`config.mk`:
```
export PLATFORM = sky130hd
export DESIGN_NAME = deserializer
export DESIGN_NICKNAME = d
export VERILOG_FILES = /design/src/rtl/deserializer_pkg.sv /design/src/rtl/deserializer.sv
export SDC_FILE = /design/constraint.sdc
export NUM_CORES = 1
export LEC_CHECK = 0
export CAP_MARGIN = 30
export CORE_UTILIZATION = 55
export CTS_CLUSTER_SIZE = 40
export DETAILED_ROUTE_END_ITERATION = 16
export GPL_TIMING_DRIVEN = 1
export HOLD_SLACK_MARGIN = 0.12
export PLACE_DENSITY = 0.81
export SLEW_MARGIN = 20
export SYNTH_ARGS = -nofsm -noshare
export SYNTH_HDL_FRONTEND = slang
export SYNTH_SLANG_ARGS = --single-unit
```
`constraint.sdc`:
```
create_clock -name clk_i -period 2.1 [get_ports clk_i]
set_input_delay 0.42 -clock clk_i [delete_from_list [all_inputs] [get_ports clk_i]]
set_output_delay 0.42 -clock clk_i [all_outputs]
set_load 0.01 [all_outputs]
```
`src/rtl/deserializer_pkg.sv`:
```
// Shared constants, state type and bit-count helper for the deserializer and its benches.
// mod encoding: 0 stands for a full DATA_W-bit word, otherwise the literal bit count.
package deserializer_pkg;

    localparam int DATA_W    = 16;
    localparam int MIN_FRAME = 3;
    localparam int MOD_W     = $clog2(DATA_W);
    localparam int CNT_W     = MOD_W + 1;

    typedef enum logic {
        IDLE    = 1'b0,
        COLLECT = 1'b1
    } state_t;

    function automatic logic [CNT_W-1:0] mod_to_len(input logic [MOD_W-1:0] mod);
        if (mod == '0)
            return CNT_W'(DATA_W);
        else
            return {1'b0, mod};
    endfunction

endpackage

```
`src/rtl/deserializer.sv`:
```
// Collects an MSB-first serial stream into left-aligned DATA_W-bit words with a bit count.
// Latency: word valid 1 cycle after the DATA_W-th bit or after the first idle cycle of a gap.
// Backpressure: none; deser_data_val_o and short_frame_o are fire-and-forget pulses.
module deserializer
    import deserializer_pkg::*;
(
    input  logic              clk_i,
    input  logic              srst_i,
    input  logic              ser_data_i,
    input  logic              ser_data_val_i,
    output logic [DATA_W-1:0] deser_data_o,
    output logic [MOD_W-1:0]  deser_data_mod_o,
    output logic              deser_data_val_o,
    output logic              short_frame_o
);

    state_t            state;
    logic [DATA_W-1:0] shreg;
    logic [CNT_W-1:0]  cnt;

    logic [MOD_W-1:0]  bit_idx;
    logic [DATA_W-1:0] shreg_ins;
    logic              last_bit;
    logic              long_enough;

    // In COLLECT cnt is 1..DATA_W-1, so the low MOD_W bits address the next slot.
    always_comb begin
        bit_idx            = MOD_W'(DATA_W - 1) - cnt[MOD_W-1:0];
        shreg_ins          = shreg;
        shreg_ins[bit_idx] = ser_data_i;
        last_bit           = (cnt == CNT_W'(DATA_W - 1));
        long_enough        = (cnt >= CNT_W'(MIN_FRAME));
    end

    always_ff @(posedge clk_i) begin
        if (srst_i) begin
            state            <= IDLE;
            shreg            <= '0;
            cnt              <= '0;
            deser_data_o     <= '0;
            deser_data_mod_o <= '0;
            deser_data_val_o <= 1'b0;
            short_frame_o    <= 1'b0;
        end else begin
            deser_data_val_o <= 1'b0;
            short_frame_o    <= 1'b0;
            case (state)
                IDLE: begin
                    if (ser_data_val_i) begin
                        shreg <= {ser_data_i, {(DATA_W-1){1'b0}}};
                        cnt   <= CNT_W'(1);
                        state <= COLLECT;
                    end
                end
                COLLECT: begin
                    if (ser_data_val_i) begin
                        if (last_bit) begin
                            // Full word: emit now so a bit on the very next cycle opens a new frame.
                            deser_data_o     <= shreg_ins;
                            deser_data_mod_o <= '0;
                            deser_data_val_o <= 1'b1;
                            shreg            <= '0;
                            cnt              <= '0;
                            state            <= IDLE;
                        end else begin
                            shreg <= shreg_ins;
                            cnt   <= cnt + CNT_W'(1);
                        end
                    end else begin
                        if (long_enough) begin
                            deser_data_o     <= shreg;
                            deser_data_mod_o <= cnt[MOD_W-1:0];
                            deser_data_val_o <= 1'b1;
                        end else begin
                            short_frame_o <= 1'b1;
                        end
                        shreg <= '0;
                        cnt   <= '0;
                        state <= IDLE;
                    end
                end
                default: begin
                    shreg <= '0;
                    cnt   <= '0;
                    state <= IDLE;
                end
            endcase
        end
    end

endmodule

```
==> results_dict.tcl <==
set metrics [dict create \
    post_cts_repair_timing_setup_buffer_count 0 \
    worst-slew-pin-transition_ns 0.697 \
    cts_hold_buf 0 \
    syn-cell-area_um2 2260 \
    drt_drc_violations_left 0 \
    ys.flop_type "sky130_fd_sc_hd__dfxtp_1" \
    grt_usage_pct 24.9 \
    holdCritStartpoint "shreg[1]" \
    multi_input_comb_area_um2 1200 \
    final-hold-violation-count 0 \
    startpoint "cnt[1]" \
    setup_violations 0 \
    drive_above_1_share_pct 15.2 \
    standard_cell_core_area_um2 3800 \
    gp_congestion 0.812 \
    initial_utilization_pct 59.6 \
    clock_path_buffers 2 \
    sequential_fraction_of_the_synthesis_area_pct 38.9 \
    fmax_ghz 0.530 \
    timing.critical_path.cells "ha_1 -> and4b_1 -> o221a_1 -> buf_4 -> nor2_1 -> a211oi_2" \
    antenna_cells 0 \
    die_height_um 66.1 \
    place.detailed.hpwl_um 3310 \
    place_area_um2 2580 \
    clkSinkCount 44 \
    finish.instance_area_um2 2660 \
    route.detailed.wl_per_inst_um 14.8 \
    worstHoldPathType "flop to flop" \
    synthesis.yosys.warnings 0 \
    synthArstFlopShare_pct 0 \
    post_syn_nets 268 \
    dpl.cell_count 324 \
    r2r_start "cnt[1]" \
    crit-reg2reg-capture "deser_data_o[11]" \
    cts_tree "yes" \
    grt_setup_unrepaired "false" \
    report.final.slew_viol_count 0 \
    synth.distinct_cells 37 \
    postSynthAreaPerCell_um2 8.77 \
    synth-edff-count 0 \
    final_core_util_pct 70.1 \
    worst_clock_skew_ns 0.00778 \
    detail_route.wirelength_um 4890 \
    cts.clk_slew.worst_paths_ns 0.08 \
    antenna_violating_nets_left 0 \
    floorplan.die.width_um 66.1 \
    synthCells 258 \
    areaGrowthSynthToFinish_pct 17.6 \
    post-route-period-util_pct 89.8 \
    critical_path.endpoint_type "flop" \
    synth_area_leader_cell "sky130_fd_sc_hd__dfxtp_1" \
    drt_first_iter_violations 122 \
    critical-path-max-stage-delay_ns 0.43 \
    post_cts.resized_instances 0 \
    floorplan.rows 22 \
    synth.top_cells.by_area "sky130_fd_sc_hd__dfxtp_1 39%, sky130_fd_sc_hd__a211oi_2 7.2%, sky130_fd_sc_hd__mux2i_1 5.8%" \
    via_count 1946 \
    gr-total-overflow 0 \
    timing.max_slew.rel_slack_pct 53.5 \
    ir_worst_vdd_v 0.000387 \
    grt_pass1_wl_um 8200 \
    power_mw 1.56 \
    dpl_worst_slack_ns 0.0165 \
    grt_antenna_before_repair 0 \
    critPathTopFamily "flip-flops" \
    timing.setup.critical_path_class "flop to flop" \
    worst_setup_path_start_kind "flop" \
    cts.htree.levels 2 \
    crit_fanout 23 \
    worst-path-buf-inv 1 \
    power_per_cell_area_nw_per_um2 587 \
    count_of_filler_cells_inserted_in_the_layout 293 \
    clock_tree.root_cell "sky130_fd_sc_hd__clkbuf_8" \
    critPathSlowestCell "sky130_fd_sc_hd__dfxtp_1" \
    i_o_pin_count 26 \
    critical_path_depth 6 \
    via_per_inst 5.88 \
    detail_route.first_pass.iterations 4 \
    power_leakage_nw 0.973 \
    grt_max_degree 40 \
    ff2ff_path_depth 6 \
    full_die_area_um2 4370 \
    grt_pass1_vias 1777 \
    worstPathArrival_ns 2.11 \
    final_critical_delay_including_setup_and_external_delays_ns 1.89 \
    clock_insertion_delay_worst_skew_ns 0.31 \
    final_critical_path_setup_slack_ns 0.214 \
    worst_hold_slack_ns 0.470 \
    cp_data_required_time_ns 2.33 \
    seqCellArea_um2 881 \
    cts_inserted_buffers 5 \
    finish.net_count 293 \
    outcome "finished clean" \
    ys_ff_latch 44 \
    r2r_slack_ns 0.21 \
    setup_tns_ns 0 \
    stdcell_count 331 \
    io_buffer_count 25 \
    max_cap_violations 0 \
    yosys.area.top_type_share_pct 38.9 \
    timing.critical_path.to "deser_data_o[11]" \
]
-- state kept, by name (all words and copies together), names as in the netlist --
signal	flops
deser_data_o	16
shreg	16
cnt	5
deser_data_mod_o	4
deser_data_val_o	1
short_frame_o	1
state	1
-- cell type report --
cell class	instances	area share, %
clock buffers	5	2.59
clock inverters	2	0.470
inverters	12	1.69
multi-input cells	178	45.2
flip-flops and latches	44	33.1
well taps	48	2.26
repair buffers	42	14.7
-- power breakdown --
| group | internal (mW) | switching, mW |
|---|---|---|
| Sequential | 0.850 | 0.0122 |
| Combinational | 0.0772 | 0.104 |
| Clock | 0.225 | 0.293 |
| Total | 1.15 | 0.409 |
-- worst min path at each step --
stage	to	slack [ns]	cells past startpoint
final	shreg[1]	0.47	2
after global routing	shreg[11]	0.49	2
after CTS	shreg[5]	0.47	2
after detailed placement	shreg[3]	0.46	2
after global placement	shreg[11]	0.44	2
after floorplan	shreg[11]	0.44	2
-- cell families (layout without fill, tap and decap cells) --
logic type	count (synthesis)	after routing	synth area share (%)
multiplexers	14	14	6.25
AND/OR/NAND/NOR	89	89	18.7
flip-flops	44	44	38.9
buffers and inverters	36	61	7.85
adder cells (fa/ha/maj)	6	6	3.32
AO/OA/AOI/OAI	69	69	24.9
-- metal layers --
metal | vias up | global-route usage, % | share of wire (%) | routed length [um]
met5 | - | 0 | 0 | 0
met4 | 0 | 9.84 | 2.3 | 112
met3 | 12 | 6.38 | 3.7 | 180
met2 | 48 | 41.2 | 48 | 2320
met1 | 915 | 30.5 | 46 | 2270
li1 | 971 | - | - | -
-- worst min-delay path: cells and delay by family, from the launching register on --
kind | cells | cell delay (ns)
AO/OA/AOI/OAI | 1 | 0.06
AND/OR/NAND/NOR | 1 | 0.05
flip-flops | 1 | 0.31
-- layout by cell type (no fill, tap or decap), drive strengths merged, types with 4 or more instances in the layout --
master and instances:
o32ai 14, nor2 23, or3 4, nand2b 4
clkdlybuf4s50 25, buf 17, o21ai 7, ha 6
mux2i 13, nand3 13, a211oi 14, a21oi 23
inv 12, nand2 29, clkbuf 5, dfxtp 44
-- cell usage after synthesis, drive strengths merged (4+ instances only) --
cell,instances
o32ai,14
clkbuf,11
o21ai,7
or3,4
a211oi,14
buf,13
dfxtp,44
nor2,23
nand2,29
mux2i,13
nand2b,4
inv,12
a21oi,23
ha,6
nand3,13
Note: power is estimated with default switching activity, not from simulation.
